--- src/rtl/pattern_sweep_gen.sv ---
// Pattern sweep sequencer: emits every WIDTH-bit pattern (binary count or Galois LFSR) once per sweep.
// Latency: first pattern valid the cycle after start is sampled in IDLE; one pattern per accepted beat.
// Backpressure: out_data/count hold while out_valid && !out_ready; optional checksum via SWEEP_CHECKSUM_EN.
module pattern_sweep_gen #(
  parameter int                WIDTH = 2,
  parameter logic [WIDTH-1:0]  TAPS  = 2'b11
) (
  input  logic             clk,
  input  logic             rst_n,
  input  logic             start,
  input  logic             abort,
  input  logic             mode,
  input  logic [WIDTH-1:0] seed,
  input  logic             out_ready,
  output logic             out_valid,
  output logic [WIDTH-1:0] out_data,
  output logic             busy,
  output logic             done,
  output logic [WIDTH:0]   count,
  output logic [WIDTH-1:0] chk
);

  typedef enum logic [1:0] {
    ST_IDLE = 2'd0,
    ST_RUN  = 2'd1,
    ST_DONE = 2'd2
  } state_t;

  // 2^WIDTH, the beat count of a full binary sweep
  localparam logic [WIDTH:0] FULL_LEN = {1'b1, {WIDTH{1'b0}}};

  state_t           r_state;
  logic             r_valid;
  logic [WIDTH-1:0] r_data;
  logic             r_busy;
  logic             r_done;
  logic [WIDTH:0]   r_count;
  logic             r_mode;

  logic             w_fire;
  logic [WIDTH:0]   w_last_idx;
  logic             w_last;
  logic [WIDTH-1:0] w_lfsr;
  logic [WIDTH-1:0] w_next;
  logic [WIDTH-1:0] w_first;

  // Beat transfer and end-of-sweep detection; LFSR sweeps skip the all-zero state so are one beat shorter
  assign w_fire     = r_valid && out_ready;
  assign w_last_idx = FULL_LEN - (WIDTH+1)'(1) - {{WIDTH{1'b0}}, r_mode};
  assign w_last     = (r_count == w_last_idx);

  // Galois step: shift right, fold the taps back in when a one falls off the bottom
  assign w_lfsr  = (r_data >> 1) ^ (r_data[0] ? TAPS : '0);
  assign w_next  = r_mode ? w_lfsr : (r_data + WIDTH'(1));
  // A zero seed would lock the LFSR, so it is replaced by 1
  assign w_first = mode ? ((seed == '0) ? WIDTH'(1) : seed) : '0;

  // Sweep control FSM with registered outputs
  always_ff @(posedge clk or negedge rst_n) begin
    if (!rst_n) begin
      r_state <= ST_IDLE;
      r_valid <= 1'b0;
      r_data  <= '0;
      r_busy  <= 1'b0;
      r_done  <= 1'b0;
      r_count <= '0;
      r_mode  <= 1'b0;
    end else begin
      r_done <= 1'b0;
      case (r_state)
        ST_IDLE: begin
          if (start) begin
            r_state <= ST_RUN;
            r_valid <= 1'b1;
            r_busy  <= 1'b1;
            r_count <= '0;
            r_mode  <= mode;
            r_data  <= w_first;
          end
        end
        ST_RUN: begin
          if (w_fire) begin
            r_count <= r_count + (WIDTH+1)'(1);
          end
          if (abort) begin
            // A beat accepted on the abort edge still counts, but the sweep never reports done
            r_state <= ST_IDLE;
            r_valid <= 1'b0;
            r_busy  <= 1'b0;
          end else if (w_fire && w_last) begin
            // Last pattern stays on out_data until the next start
            r_state <= ST_DONE;
            r_valid <= 1'b0;
            r_busy  <= 1'b0;
            r_done  <= 1'b1;
          end else if (w_fire) begin
            r_data <= w_next;
          end
        end
        ST_DONE: begin
          r_state <= ST_IDLE;
        end
        default: begin
          r_state <= ST_IDLE;
          r_valid <= 1'b0;
          r_busy  <= 1'b0;
        end
      endcase
    end
  end

`ifdef SWEEP_CHECKSUM_EN
  logic [WIDTH-1:0] r_chk;

  // XOR checksum of accepted patterns, cleared when a sweep starts and frozen otherwise
  always_ff @(posedge clk or negedge rst_n) begin
    if (!rst_n) begin
      r_chk <= '0;
    end else if (r_state == ST_IDLE && start) begin
      r_chk <= '0;
    end else if (r_state == ST_RUN && w_fire) begin
      r_chk <= r_chk ^ r_data;
    end
  end

  assign chk = r_chk;
`else
  assign chk = '0;
`endif

  assign out_valid = r_valid;
  assign out_data  = r_data;
  assign busy      = r_busy;
  assign done      = r_done;
  assign count     = r_count;

endmodule

--- config.mk ---
export PLATFORM = sky130hd
export DESIGN_NAME = pattern_sweep_gen
export DESIGN_NICKNAME = d
export VERILOG_FILES = /design/src/rtl/pattern_sweep_gen.sv
export SDC_FILE = /design/constraint.sdc
export NUM_CORES = 1
export LEC_CHECK = 0
export CAP_MARGIN = 10
export CORE_MARGIN = 2
export CORE_UTILIZATION = 40
export DETAILED_ROUTE_END_ITERATION = 8
export GPL_ROUTABILITY_DRIVEN = 0
export HOLD_SLACK_MARGIN = 0.02
export PLACE_DENSITY = 0.7
export SLEW_MARGIN = 10
export SYNTH_ARGS = -nofsm -noshare
export SYNTH_HDL_FRONTEND = slang
export SYNTH_SLANG_ARGS = --single-unit
--- constraint.sdc ---
create_clock -name clk -period 2.3 [get_ports clk]
set_clock_uncertainty 0.1 [all_clocks]
set_input_delay 0.69 -clock clk [delete_from_list [all_inputs] [get_ports clk]]
set_output_delay 0.69 -clock clk [all_outputs]
set_load 0.05 [all_outputs]
==> results of run 1 <==
worst max-delay path by stage:
stage	cells after the start	slack (ps)	to
6_report	1	140	done
5_1_grt	1	110	done
4_1_cts	1	120	done
3_5_place_dp	5	30	out_data[1]
3_3_place_gp	5	70	out_data[1]
2_1_floorplan	1	530	out_valid
cell usage in the layout, fill, tap and decap left out, drive strengths merged:
cell type,netlist,layout
xor2,2,2
clkbuf,0,4
nor3b,1,1
nand4b,1,1
nand3b,1,1
o32ai,1,1
o22ai,2,2
a211oi,2,2
inv,4,4
dfrtp,10,10
or2,1,1
nor2b,3,3
nor2,3,3
o31a,1,1
mux2i,1,1
and2,1,1
nor3,2,2
nand2b,1,1
or3b,1,1
o221a,1,1
nand4,1,1
a22o,1,1
ha,1,1
buf,3,8
o21ai,6,6
clkdlybuf4s50,0,8
and4b,1,1
nand3,2,2
nand2,5,5
a21oi,1,1
conb,1,2
cell type report:
type	count	area, um2	area share [%]
Sequential cell	10	250	32.7
Multi-Input combinational cell	45	305	39.9
Clock buffer	4	36.3	4.74
Inverter	4	15.0	1.96
Timing Repair Buffer	16	140	18.3
Tap cell	15	18.8	2.45
metrics by stage:
step | std cells | power, mW
after floorplan | 62 | 0.594
after CTS | 94 | 0.872
after detailed placement | 90 | 0.714
after global placement | 90 | 0.710
final | 94 | 0.861
after global routing | 94 | 0.919
sequential cells by signal, indices dropped and copies added (netlist names):
signal,cells
busy,1
count,3
done,1
out_data,2
r_mode,1
r_state,2
layer usage:
metal  GRT usage (%)  wire (um)
met5               0          0
met4            7.50         19
met3            5.60         54
met2            22.8        535
met1            20.8        570
power by group through the flow:
stage / Sequential, mW / Clock [mW] / Combinational [mW]
after floorplan: 0.418 / 0 / 0.176
after global routing: 0.307 / 0.172 / 0.441
after CTS: 0.295 / 0.161 / 0.416
final: 0.294 / 0.154 / 0.413
after detailed placement: 0.299 / 0 / 0.415
after global placement: 0.297 / 0 / 0.413
cells by family (layout without fill, tap and decap cells):
group	Yosys count	count (layout)
other	1	2
buffers and inverters	7	24
AOI/OAI and AO/OA	15	15
adders and majority gates	1	1
and+or+nand+nor	24	24
muxes	1	1
DFF	10	10
xor gates and xnor gates	2	2
==> run summary, run 1 <==
DP HPWL -> 926 um
Post-synthesis compound-gate area fraction -> 17.8%
Most common cell in the synthesized netlist -> dfrtp_1
Placed Area -> 729 um2
Hold WS -> 475 ps
Commonest register cell after synthesis -> dfrtp_1
Switching Power -> 0.391 mW
Root buffer cell -> clkbuf_4
Worst flop-to-flop path endpoint -> out_data[0]
Reg2Reg Setup Slack -> 760 ps
Mapped Area -> 589 um2
Tmin final -> 2160 ps
H-tree depth -> 1
Wire per inst -> 12.5 um
Vias post-DR -> 494
Post-synthesis mux area share -> 1.70%
Final Util -> 57.4%
Clock share of power -> 17.9%
Syn avg cell area -> 9.66 um2
CP Launch Point -> done
Clock Path Buffers -> 2
Part of the power in combinational logic -> 48.0%
Slowest cell on the critical path -> clkdlybuf4s50_1
Die Span X -> 42.4 um
Pins Over Slew Limit -> 0
RSZ-0062 raised after global routing -> false
Sequential share of the synthesized area -> 42.5%
Clock transition at the registers of the reported paths -> 60 ps
Worst path bufs/invs -> 1
Pre-CTS setup slack -> 32.8 ps
Congestion Overflow GR -> 0
Post-synth top cells -> dfrtp_1 (10), o21ai_0 (6), nand2_1 (5), inv_1 (4)
Post-Route WL -> 1.18 mm
CP delay by family, top -> buffers and inverters
Sequential share of power -> 34.1%
Post-route ant nets -> 0
Yosys reg bits -> 10
Io pins -> 18
Row count -> 13
Synth area leader -> dfrtp_1
Tcrit/Tclk final -> 94.1%
Antenna violations before repair -> 0
Worst Setup Slack, final -> 136 ps
CTS tree -> built
Pwr/cell area -> 1120 nW/um2
Yosys cell types -> 31
CP max stage delay -> 790 ps
Layout cells sized above 1 -> 20.3%
Min-Delay Path Class -> reg -> reg
Clk sinks -> 10
R2R depth -> 4
Cells after Synth -> 61
CP Capture Type -> output port
Worst-path fanout max -> 1
Fmax -> 462 MHz
Reg2reg start -> r_state[1]
Worst Hold Launch -> r_state[1]
Worst skew pair latency -> 260 ps
Initial DRC count -> 14
Top cell type's share of synthesized area -> 42.5%
TritonRoute pass-1 iters -> 4
Worst VDD drop -> 0.457 mV
Arr. time, crit path -> 1370 ps
Die Height -> 42.4 um
Overall fraction of global-route tracks in use -> 15.8%
Core area -> 1330 um2
Static Leak -> 0.353 nW
First-pass GRT wire length -> 2.08 mm
Hold Buf Count CTS -> 0
Status -> complete, no violations
Vias per cell -> 5.26
Worst setup path class -> reg -> out
Post-synthesis async set-or-reset flop share -> 100%
P_int -> 0.470 mW
Area grow syn2layout -> 29.9%
Vias in the first global route -> 455
Post-route design area -> 766 um2
Syn. warnings -> 0
Largest net degree at the start of global routing -> 11
Residual DRC -> 0
Post-synth EDFFs -> 0
Crit-path cells -> clkdlybuf4s50_1
Hold Path End -> r_state[0]
Sw Share -> 45.4%
Hold Crit Depth -> 1
ANT cells -> 0
Setup bufs post-CTS -> 0
CTS buffer count -> 3
Die Area -> 1800 um2
Fin nets -> 89
TNS Setup -> 0 ps
Synth area leaders -> dfrtp_1 (42%), o21ai_0 (5.1%), buf_4 (3.8%)
WP data required -> 1510 ps
Post-CTS Resized -> 0
Final hold vios -> 0
CP startpoint kind -> register
Simple-Gate Fraction of Synth Area -> 24.6%
Maxcap violations -> 0
Starting Density -> 44.2%
Setup-failing EPs final -> 0
PortBufs -> 15
Fillers -> 126
Adder-Cell Fraction of Synth Area -> 2.12%
Largest family of logic cells by synthesized area -> simple AND/OR/NAND/NOR gates
Synth Area in XOR/XNOR -> 4.25%
Power figures use the tool's default switching activity.
==> inputs of run 2 (changes only) <==
--- a/config.mk
+++ b/config.mk
@@ -5,13 +5,14 @@
 export SDC_FILE = /design/constraint.sdc
 export NUM_CORES = 1
 export LEC_CHECK = 0
-export CAP_MARGIN = 10
+export CAP_MARGIN = 20
 export CORE_MARGIN = 2
 export CORE_UTILIZATION = 40
 export DETAILED_ROUTE_END_ITERATION = 8
+export DONT_BUFFER_PORTS = 1
 export GPL_ROUTABILITY_DRIVEN = 0
 export HOLD_SLACK_MARGIN = 0.02
-export PLACE_DENSITY = 0.7
+export PLACE_DENSITY = 0.54
 export SLEW_MARGIN = 10
 export SYNTH_ARGS = -nofsm -noshare
 export SYNTH_HDL_FRONTEND = slang
==> run 2 against run 1 <==
  * Cell count decreased by 13%
  * Largest cell class unchanged
  * Register-to-register slack got worse by 250 ps
  * Clock power increased by 3%
  * Critical path type unchanged
  * Highest routed layer unchanged
  * Power decreased by 5.9%
  * Combinational power decreased by 38%
==> run summary, run 2 (synthesis gave the netlist of run 1 again) <==
Maxcap violations -> 0 (unchanged)
Max_slew headroom -> 58.5%
Non-filler cells, final -> 82 (-13%)
Row count -> 13 (unchanged)
Fin nets -> 77 (-13%)
Most frequent cells in the layout -> dfrtp_1 (10), o21ai_0 (6), nand2_1 (5), inv_1 (4)
Io pins -> 18 (unchanged)
Hold Crit Depth -> 1 (unchanged)
Overall fraction of global-route tracks in use -> 13.8% (-2.0 points)
Setup-failing EPs final -> 0 (unchanged)
Hold WS -> 388 ps (-87.2 ps)
Vias post-DR -> 453 (-8.3%)
TritonRoute pass-1 iters -> 4 (unchanged)
WP data required -> 1510 ps (about the same)
Worst-path fanout max -> 7 (+6)
R2R depth -> 4 (unchanged)
Worst flop-to-flop path endpoint -> out_data[1]
Commonest non-fill, non-tap cell in the layout -> dfrtp_1
Initial DRC count -> 1 (-13)
CTS buffer count -> 3 (unchanged)
Post-CTS Resized -> 0 (unchanged)
Worst Hold Launch -> abort
TNS Setup -> 0 ps (unchanged)
Root buffer cell -> clkbuf_4
Number of flip-flops in the largest register -> 3 (unchanged)
Sequential share of power -> 48.6% (+14 points)
Reg2reg start -> count[1]
Worst-Margin Slew -> 623 ps
Part of the power in combinational logic -> 31.8% (-16 points)
Vias in the first global route -> 401 (-12%)
P_int -> 0.421 mW (-10%)
Sw Share -> 48.0% (+2.6 points)
Inst Count DP -> 77 (-14%)
H-tree depth -> 1 (unchanged)
PortBufs -> 0 (-15)
Wire per inst -> 14.1 um (+12%)
Clock transition at the registers of the reported paths -> 70 ps (about the same)
First-pass GRT wire length -> 1.81 mm (-13%)
Status -> complete, no violations
Tmin final -> 1800 ps (-366 ps)
Final Power -> 0.810 mW (-5.9%)
Fmax -> 556 MHz (+20%)
Core area -> 1330 um2 (unchanged)
Vias per cell -> 5.52 (+5.1%)
DP HPWL -> 906 um (-2.2%)
Die Span X -> 42.4 um (unchanged)
Switching Power -> 0.389 mW (-0.46%)
Worst skew pair latency -> 260 ps (about the same)
CP startpoint kind -> register
Area grow syn2layout -> 11.7%
Clock share of power -> 19.6% (+1.7 points)
Reg2Reg Setup Slack -> 510 ps (-250 ps)
Largest net degree at the start of global routing -> 11 (unchanged)
Hold Path End -> done
ANT cells -> 0 (unchanged)
Pwr/cell area -> 1230 nW/um2 (+9.5%)
RSZ-0062 raised after global routing -> false
Static Leak -> 0.301 nW (-15%)
Clk sinks -> 10 (unchanged)
Die Height -> 42.4 um (unchanged)
Pins Over Slew Limit -> 0 (unchanged)
CTS tree -> built
Worst VDD drop -> 0.512 mV (+12%)
Min-Delay Path Class -> in -> reg
Residual DRC -> 0 (unchanged)
Post-route ant nets -> 0 (unchanged)
Layout cells sized above 1 -> 16.4% (-3.8 points)
Worst setup path class -> reg -> out
Tcrit/Tclk final -> 78.2% (-16 points)
Die Area -> 1800 um2 (unchanged)
Antenna violations before repair -> 0 (unchanged)
Final hold vios -> 0 (unchanged)
Clock Path Buffers -> 2 (unchanged)
CP Capture Type -> output port
Post-Route WL -> 1.16 mm (-2.0%)
Congestion Overflow GR -> 0 (unchanged)
Arr. time, crit path -> 1010 ps (-360 ps)
Starting Density -> 44.2% (unchanged)
-- run 2: cell count changes in the layout (fill, tap and decap cells not counted) --
cell             previous run  this run
dlygate4sd3_1               0         1
buf_4                       8         3
clkdlybuf4s50_1             8         0
-- run 2: how the worst max path moves through the flow --
| stage | start | endpoint | depth (start not counted) |
|---|---|---|---|
| 2_1_floorplan | busy | out_valid | 1 |
| 3_3_place_gp | count[1] | out_data[1] | 4 |
| 3_5_place_dp | count[1] | out_data[1] | 4 |
| 4_1_cts | out_data[1] | out_data[1] | 0 |
| 5_1_grt | count[1] | out_data[1] | 4 |
| 6_report | out_data[1] | out_data[1] | 0 |
-- run 2: area by class of cell --
cell class                 count  area (um2)
sequential                    10         250
tap                           15        18.8
inverter                       4        15.0
fill                         125         676
timing repair buffer           4        32.5
multi-input combinational     45         305
clock buffer                   4        36.3
-- run 2: stage by stage --
| stage | setup WS (ps) | utilization [%] | cell area (um2) |
|---|---|---|---|
| 2_1_floorplan | 526 | - | 593 |
| 3_3_place_gp | 544 | 45.9 | 612 |
| 3_5_place_dp | 521 | 45.9 | 612 |
| 4_1_cts | 490 | 49.3 | 658 |
| 5_1_grt | 418 | 49.3 | 658 |
| 6_report | 501 | 49.3 | 658 |
-- run 2: layer usage --
layer	track usage, %	vias to the layer above	wire [um]
li1	-	227	-
met1	19.1	207	571
met2	18.5	17	476
met3	7.33	2	90
met4	3.75	0	17
met5	0	-	0
-- run 2: power by group through the flow --
stage                     sequential (mW)  combinational, mW  clock [mW]
after global routing                0.404              0.285       0.174
final                               0.394              0.257       0.159
after global placement              0.398              0.253           0
after detailed placement            0.398              0.255           0
after floorplan                     0.418              0.176           0
after CTS                           0.395              0.260       0.165
-- run 2: repair_timing --
item,in CTS,in global routing
buffers inserted,0,0
hold endpoints to repair,10,0
hold buffers,1,0
